## src/rtl/game_sequencer.sv

```systemverilog
// Round sequencer for the flappy-style game: IDLE -> COUNTDOWN -> PLAY -> DYING -> OVER.
// All outputs are registered and respond one clk_25MHz cycle after the qualifying input.
module game_sequencer #(
  parameter int unsigned COUNT_FRAMES = 60,
  parameter int unsigned DEATH_FRAMES = 90
) (
  input  logic       clk_25MHz,
  input  logic       reset,
  input  logic       frame_tick,
  input  logic       start_btn,
  input  logic       flap_btn,
  input  logic       lose,
  input  logic [9:0] score,
  output logic [2:0] state,
  output logic       game_start,
  output logic       freeze,
  output logic       flap_out,
  output logic       round_reset,
  output logic [1:0] countdown,
  output logic [9:0] high_score,
  output logic       new_record,
  output logic [1:0] speed_level
);

  localparam int unsigned MAX_FRAMES = (COUNT_FRAMES > DEATH_FRAMES) ? COUNT_FRAMES : DEATH_FRAMES;
  localparam int unsigned CNT_W      = ($clog2(MAX_FRAMES + 1) > 8) ? $clog2(MAX_FRAMES + 1) : 8;

  localparam logic [CNT_W:0] COUNT_LIM = (CNT_W + 1)'(COUNT_FRAMES);
  localparam logic [CNT_W:0] DEATH_LIM = (CNT_W + 1)'(DEATH_FRAMES);

  typedef enum logic [2:0] {
    S_IDLE      = 3'd0,
    S_COUNTDOWN = 3'd1,
    S_PLAY      = 3'd2,
    S_DYING     = 3'd3,
    S_OVER      = 3'd4
  } state_e;

  state_e           state_q, state_d;
  logic [CNT_W-1:0] cnt_q, cnt_d;
  logic             start_prev_q, flap_prev_q;
  logic             game_start_q, game_start_d;
  logic             freeze_q, freeze_d;
  logic             flap_out_q, flap_out_d;
  logic             round_reset_q, round_reset_d;
  logic [1:0]       countdown_q, countdown_d;
  logic [9:0]       high_score_q, high_score_d;
  logic             new_record_q, new_record_d;
  logic [1:0]       speed_level_q, speed_level_d;

  logic             start_press, flap_press;
  logic [CNT_W:0]   cnt_inc;
  logic [CNT_W-1:0] cnt_sat;
  logic             step_done, death_done;

  function automatic logic [1:0] speed_of(input logic [9:0] s);
    if (s >= 10'd30)      return 2'd3;
    else if (s >= 10'd15) return 2'd2;
    else if (s >= 10'd5)  return 2'd1;
    else                  return 2'd0;
  endfunction

  assign start_press = start_btn & ~start_prev_q;
  assign flap_press  = flap_btn  & ~flap_prev_q;

  // Extra bit on the increment lets the limit compare see past the saturated value.
  assign cnt_inc    = {1'b0, cnt_q} + {{CNT_W{1'b0}}, 1'b1};
  assign cnt_sat    = (&cnt_q) ? cnt_q : cnt_inc[CNT_W-1:0];
  assign step_done  = frame_tick && (cnt_inc >= COUNT_LIM);
  assign death_done = frame_tick && (cnt_inc >= DEATH_LIM);

  always_ff @(posedge clk_25MHz or posedge reset) begin
    if (reset) begin
      state_q       <= S_IDLE;
      cnt_q         <= '0;
      start_prev_q  <= 1'b1;
      flap_prev_q   <= 1'b1;
      game_start_q  <= 1'b0;
      freeze_q      <= 1'b0;
      flap_out_q    <= 1'b0;
      round_reset_q <= 1'b0;
      countdown_q   <= '0;
      high_score_q  <= '0;
      new_record_q  <= 1'b0;
      speed_level_q <= '0;
    end else begin
      state_q       <= state_d;
      cnt_q         <= cnt_d;
      start_prev_q  <= start_btn;
      flap_prev_q   <= flap_btn;
      game_start_q  <= game_start_d;
      freeze_q      <= freeze_d;
      flap_out_q    <= flap_out_d;
      round_reset_q <= round_reset_d;
      countdown_q   <= countdown_d;
      high_score_q  <= high_score_d;
      new_record_q  <= new_record_d;
      speed_level_q <= speed_level_d;
    end
  end

  always_comb begin
    state_d = state_q;
    case (state_q)
      S_IDLE:      if (start_press) state_d = S_COUNTDOWN;
      S_COUNTDOWN: if (step_done && (countdown_q == 2'd1)) state_d = S_PLAY;
      S_PLAY:      if (lose) state_d = S_DYING;
      S_DYING:     if (death_done) state_d = S_OVER;
      S_OVER:      if (start_press) state_d = S_COUNTDOWN;
      default:     state_d = S_IDLE;
    endcase
  end

  always_comb begin
    cnt_d         = cnt_q;
    countdown_d   = countdown_q;
    high_score_d  = high_score_q;
    new_record_d  = new_record_q;
    speed_level_d = speed_level_q;
    flap_out_d    = 1'b0;
    round_reset_d = 1'b0;

    case (state_q)
      S_IDLE, S_OVER: begin
        // A start press takes priority; flap is never acted on outside PLAY.
        if (start_press) begin
          cnt_d         = '0;
          countdown_d   = 2'd3;
          round_reset_d = 1'b1;
          if (state_q == S_OVER) begin
            new_record_d  = 1'b0;
            speed_level_d = '0;
          end
        end
      end
      S_COUNTDOWN: begin
        if (step_done) begin
          cnt_d       = '0;
          countdown_d = countdown_q - 2'd1;
        end else if (frame_tick) begin
          cnt_d = cnt_sat;
        end
      end
      S_PLAY: begin
        speed_level_d = speed_of(score);
        if (lose) begin
          cnt_d = '0;
          if (score > high_score_q) begin
            high_score_d = score;
            new_record_d = 1'b1;
          end
        end else if (flap_press) begin
          flap_out_d = 1'b1;
        end
      end
      S_DYING: begin
        if (frame_tick) cnt_d = cnt_sat;
      end
      default: begin
        cnt_d = cnt_q;
      end
    endcase

    game_start_d = (state_d == S_PLAY);
    freeze_d     = (state_d == S_DYING) || (state_d == S_OVER);
  end

  assign state       = state_q;
  assign game_start  = game_start_q;
  assign freeze      = freeze_q;
  assign flap_out    = flap_out_q;
  assign round_reset = round_reset_q;
  assign countdown   = countdown_q;
  assign high_score  = high_score_q;
  assign new_record  = new_record_q;
  assign speed_level = speed_level_q;

endmodule

```

## config.mk

```make
export PLATFORM = sky130hd
export DESIGN_NAME = game_sequencer
export DESIGN_NICKNAME = d
export VERILOG_FILES = /design/src/rtl/game_sequencer.sv
export SDC_FILE = /design/constraint.sdc
export NUM_CORES = 1
export LEC_CHECK = 0
export CORE_ASPECT_RATIO = 1.5
export CORE_MARGIN = 10
export CORE_UTILIZATION = 43
export DETAILED_ROUTE_END_ITERATION = 12
export PLACE_DENSITY = 0.81
export SKIP_CTS_REPAIR_TIMING = 1
export SLEW_MARGIN = 40
export SYNTH_ARGS = -nofsm -noshare
export SYNTH_HDL_FRONTEND = slang
export SYNTH_SLANG_ARGS = --single-unit
```

## constraint.sdc

```tcl
create_clock -name clk_25MHz -period 1.9 [get_ports clk_25MHz]
set_clock_uncertainty 0.1 [all_clocks]
set_input_delay 0.285 -clock clk_25MHz [delete_from_list [all_inputs] [get_ports clk_25MHz]]
set_output_delay 0.285 -clock clk_25MHz [all_outputs]
set_load 0.005 [all_outputs]
```

## Word level (Yosys, flattened, before mapping)

Cells that the tools add are included.
W data, S select, Z words.

| storage, ports and cells | value |
|---|---|
| bits in registers | 32 |
| word-level logic and storage cells | 82 |
| output and inout bits | 22 |

| cells by class | value |
|---|---|
| reductions and logical operators | 15 |
| multiplexer cells | 30 |
| eq/ne operators | 13 |
| bitwise gates (word level) | 4 |
| magnitude comparators | 6 |
| add/sub/neg operators | 2 |

Operators by type and width:

| kind | number |
|---|---|
| $mux W8 | 5 |
| $pmux W8 S4 | 1 |
| $eq A3 B2 Y1 const B | 4 |
| $mux W2 | 6 |
| $mux W3 | 4 |
| $pmux W3 S4 | 1 |
| $reduce_and A3 Y1 | 4 |
| $ge A10 B3 Y1 const B | 1 |
| $ge A10 B4 Y1 const B | 1 |
| $ge A10 B5 Y1 const B | 1 |
| $gt A10 B10 Y1 | 1 |
| $mux W1 | 10 |
| $add A8 B1 Y9 const B | 1 |
| $ge A9 B6 Y1 const B | 1 |
| $ge A9 B7 Y1 const B | 1 |
| $pmux W2 S2 | 2 |
| $reduce_and A8 Y1 | 1 |
| $eq A3 B3 Y1 const B | 2 |
| $ne A2 B2 Y1 const B | 3 |
| $reduce_and A5 Y1 | 1 |
| $ne A2 B1 Y1 const B | 2 |
| $reduce_bool A2 Y1 | 2 |
| $reduce_bool A4 Y1 | 1 |
| $eq A3 B1 Y1 const B | 1 |
| other kinds (9) | 13 |

## Longest topological paths before layout

Gate-level depths: netlist of run 1.

| depth | value |
|---|---|
| depth in word-level cells | 8 |
| gate-level depth with buffers | 9 |
| mapped depth without buffers | 8 |

## Worst setup path after synthesis of run 1

OpenSTA, ideal clock, no wires.

| timing path | value |
|---|---|
| path type | register to register |
| start point | reg cnt_q[0] |
| end point | reg cnt_q[3] |
| stages on the path, launching flop included | 10 |
| clock period less this slack | 2.089 ns |
| slack | -0.189 ns |
| arrival time | 1.852 ns |
| path through | dfrtp_1 -> ha_1 -> buf_2 -> nand2_1 -> or4_1 -> o211ai_2 -> a22oi_4 -> buf_6 -> o2111ai_1 -> o311ai_1 |

| on the way | value |
|---|---|
| word-level cells in the longest chain between the ends | 5 |

Ends and longest elaborated chain:

| item | RTL line | source |
|---|---|---|
| from (decl) | 40 | `logic [CNT_W-1:0] cnt_q, cnt_d;` |
| from (signal assigned) | 88 | `cnt_q <= cnt_d;` |
| $add A8 B1 Y9 / $reduce_and A8 Y1 (equally long branches) | 67, 68 |  |
| $ge A9 B6 Y1 / $mux W8 (equally long branches) | 69, 68 |  |
| $logic_and A1 B1 Y1 / $mux W8 (equally long branches) | 69, 140, 157 |  |
| $mux W8 | 137 | `if (step_done) begin` |
| $pmux W8 S4 (*) | 123 | `case (state_q)` |

Mark *: on every way between the ends. The rest lies on a longest branch, timed or not.
A chain may end at the register's enable or synchronous reset.

## Worst setup path in the final report of run 1

| timing path | value |
|---|---|
| start point | in score[7] |
| end point | reg high_score_q[3], in the netlist high_score[3] |

| on the way | value |
|---|---|
| word-level cells in the longest chain between the ends | 2 |

Ends and longest elaborated chain:

| item | RTL line | source |
|---|---|---|
| from (decl) | 13 | `input logic [9:0] score,` |
| $gt A10 B10 Y1 | 148 | `if (score > high_score_q) begin` |
| $reduce_and A3 Y1 (no line) | n/a |  |
| to (signal assigned) | 96 | `high_score_q <= high_score_d;` |
| to (decl) | 47 | `logic [9:0] high_score_q, high_score_d;` |

No other way between the ends.

==> results.md, run 1 <==
- Status: complete, but fails checks
- Failing checks: setup timing
- EDFF count, synth: 0
- Fmax: between 0.4 and 0.5 GHz
- Post-Syn Nets: between 200 and 300
- Initial Util: 43.7%
- Gpl congestion: approximately 0.88
- CP endpoint kind: flop
- Die Width: 76.9 um
- Remaining DRCs: 0
- Final hold vios: 0
- Tot GR Track Use: between 10% and 20%
- Reg2Reg Setup Slack: -0.32 ns
- CTS tree: yes
- Worst setup path endpoint: high_score[3]$_DFFE_PP0P_
- Max H-tree Level: 2
- Setup crit start kind: primary input
- PnR Total Power: between 3 and 4 mW
- Area contributors post-synth: dfrtp_1 36%, ha_1 7.8%, mux2_2 4.9%, nand2_1 4.3%, inv_1 3.8%
- Port bufs: 37
- Synth async-reset ratio: 100%
- Row Count: 31
- Post-Syn Area: 0.00209 mm2
- Top Ports: 38
- Vias in the first global route: approximately 2200
- Slew at the pin closest to its max-slew limit: 0.419 ns
- Count of final setup violators: 24
- CTS Sinks: 32
- First-pass GRT wire length: between 10 and 15 mm
- Post-synth top flop: dfrtp_1
- Worst skew pair latency: 0.30 ns
- Share of layout cells above drive strength 1: 36.2%
- Post-synth top area share: 36.0%
- Via/cell ratio: approximately 5.6
- Initial antenna violation count: 0
- # diodes: 0
- Via count: 2179
- Area leader, netlist: dfrtp_1
- Pin count of the biggest net entering global routing: 33
- Leakage power: 1.52 nW
- Hold/Removal Path Class: in2async
- Worst Path Required: 1.98 ns
- Clock slew at reported path FFs: about 0.070 ns
- Post-layout nets: around 350
- Max Cap Violations: 0
- Dpl hpwl: between 4 and 5 mm
- Max Buffers Root-to-Sink: 2
- First-pass DRT Iterations: 4
- Final ANT Viol Nets: 0
- Number of synthesized register bits: 32
- Final WS setup: -0.333 ns
- Worst reg2reg path depth: 9
- Final period util: 118%
- Kind of critical path: in2reg
- Core area: ~0.0048 mm2
- Crit path DAT: about 2.3 ns
- Cell count after synthesis: between 200 and 250
- Wire per inst: approximately 18 um
- Min Hold Slack: roughly 0.27 ns
- Syn avg cell area: between 9 and 10 um2
- Period minus WS final: between 2 and 2.5 ns
- Synth unique cells: 53
- Die Ht: 105 um
- Initial drt markers: 101
- Pwr dens: 1180 mW/mm2
- Area Growth Syn to Fin: 59.3%
- Seq/Total Area, Yosys: around 39%
- Pins Over Slew Limit: 0
- CTS root buffer: clkbuf_8
- Worst r2r src: high_score[5]$_DFFE_PP0P_
- Crit path from: score[7]
- Ys Warns: 0
- Final WL: between 6 and 7 mm
- Setup TNS: -5.19 ns
- Die ar.: ~0.0081 mm2
- Relative slew slack: 72.1%
- Peak supply drop: around 0.00085 V
- CP max FO: 6
- Total gr overflow: 0
- Critical R2R Capture: high_score[3]$_DFFE_PP0P_
- RSZ-0062 raised after global routing: yes
- Util after Layout: 69.7%
- Number of CTS-inserted buffers: 5
critical path, cell delays in order:
cell and delay [ns]:
clkdlybuf4s50_1 0.44, ha_1 0.33, nand4_1 0.15, nor2_2 0.16
a21oi_2 0.07, o211ai_1 0.14, nand4_1 0.23, buf_6 0.21
mux2_4 0.29
kinds of logic after synthesis:
family | after synthesis | share of synthesized area (%)
xor gates and xnor gates | 1 | 0.420
and+or+nand+nor | 82 | 20.5
AOI/OAI and AO/OA | 57 | 20.7
adders and majority gates | 13 | 7.80
buffers and inverters | 32 | 6.72
muxes | 10 | 5.34
DFF | 32 | 38.5
power by group:
part | total, mW | internal (mW) | leakage [nW] | switching (mW)
Clock | 0.668 | 0.389 | 0.0552 | 0.279
Combinational | 2.20 | 1.18 | 1.07 | 1.03
Sequential | 1.05 | 0.871 | 0.397 | 0.181
flip-flops by register name (all words and copies together) (netlist names):
name	cells
flap_prev_q	1
freeze	1
start_prev_q	1
speed_level	2
flap_out	1
countdown	2
new_record	1
high_score	10
state	3
cnt_q	8
game_start	1
round_reset	1
synth_stat cells (2+ instances only):
| library cell | number |
|---|---|
| a21o_1 | 3 |
| o21a_1 | 3 |
| clkbuf_1 | 2 |
| or3_1 | 2 |
| ha_1 | 13 |
| nor2_1 | 21 |
| o22ai_1 | 2 |
| nor2b_1 | 2 |
| nand2_1 | 24 |
| buf_2 | 7 |
| o31ai_1 | 2 |
| a21oi_1 | 11 |
| nor3b_1 | 2 |
| o21ai_2 | 2 |
| mux2_2 | 9 |
| nand4_1 | 5 |
| a31o_2 | 2 |
| nor4b_1 | 3 |
| nand2b_1 | 3 |
| nor3_1 | 3 |
| nand3_1 | 5 |
| nand3b_1 | 2 |
| or4_1 | 2 |
| o221ai_1 | 2 |
| o211ai_2 | 2 |
| o21ai_0 | 8 |
| and2_1 | 3 |
| a41oi_1 | 2 |
| dfrtp_1 | 30 |
| dfstp_2 | 2 |
| inv_1 | 21 |
| o2111ai_1 | 2 |
| nor4b_2 | 2 |
| o211ai_1 | 4 |
layout make-up:
cell class	instances	area (um2)
fillers	319	1450
multi-input cells	163	1350
repair buffers	102	905
flip-flops and latches	32	805
well taps	66	82.6
inverters	21	78.8
clock buffers	6	72.6
clock inverters	2	35.0
cell usage in the layout (no fill, tap or decap), types with 3 or more instances in the layout:
cell,netlist,final
ha_4,0,4
o211ai_1,4,4
buf_6,1,5
nand2b_1,3,3
dfrtp_1,30,29
o21ai_1,0,4
ha_1,13,9
clkdlybuf4s50_1,0,31
nand4_1,5,5
a21o_1,3,3
clkbuf_8,0,5
nor3_1,3,3
o21a_1,3,3
dlymetal6s2s_1,0,6
inv_1,21,19
buf_4,1,59
a21oi_2,1,4
nand3_1,5,5
o21ai_0,8,4
nand2_1,24,22
a21oi_1,11,8
nor2_1,21,20
mux2_4,0,9
metal layers:
metal / global-route usage (%) / up-vias / wire (um)
met1: 14.2 / 1071 / 2500
met5: 0 / - / 0
li1: - / 1012 / -
met4: 6.80 / 0 / 285
met2: 29.1 / 68 / 3880
met3: 3.06 / 28 / 279
per-stage QoR:
step	area [um2]	instances	setup WS, ns
after floorplan	2140	227	-0.135
after global placement	2990	379	-0.521
after detailed placement	2990	379	-0.683
after CTS	3090	387	-0.392
after global routing	3320	392	-0.431
final	3320	392	-0.333
worst min path at each step:
stage | from | endpoint | slack [ns]
2_1_floorplan | flap_btn | flap_prev_q$_DFF_PP1_ | 0.19
3_3_place_gp | new_record$_DFFE_PP0P_ | new_record$_DFFE_PP0P_ | 0.37
3_5_place_dp | new_record$_DFFE_PP0P_ | new_record$_DFFE_PP0P_ | 0.37
4_1_cts | reset | cnt_q[5]$_DFFE_PP0P_ | 0.30
5_1_grt | score[8] | high_score[8]$_DFFE_PP0P_ | 0.30
6_report | reset | cnt_q[5]$_DFFE_PP0P_ | 0.27
No activity file was read; power rests on OpenSTA's default activity.
==> run 2, diff against run 1 <==
--- a/config.mk
+++ b/config.mk
@@ -11,7 +11,7 @@
 export DETAILED_ROUTE_END_ITERATION = 12
 export PLACE_DENSITY = 0.81
 export SKIP_CTS_REPAIR_TIMING = 1
-export SLEW_MARGIN = 40
+export SLEW_MARGIN = 10
 export SYNTH_ARGS = -nofsm -noshare
 export SYNTH_HDL_FRONTEND = slang
 export SYNTH_SLANG_ARGS = --single-unit
==> results of run 2 <==
Final layout, timing and power as in run 1 (identical DEF).
==> run 3, diff against run 2 <==
--- a/config.mk
+++ b/config.mk
@@ -8,6 +8,7 @@
 export CORE_ASPECT_RATIO = 1.5
 export CORE_MARGIN = 10
 export CORE_UTILIZATION = 43
+export CTS_CLUSTER_SIZE = 10
 export DETAILED_ROUTE_END_ITERATION = 12
 export PLACE_DENSITY = 0.81
 export SKIP_CTS_REPAIR_TIMING = 1
==> results of run 3 <==
Final layout, timing and power as in run 1 (identical DEF).
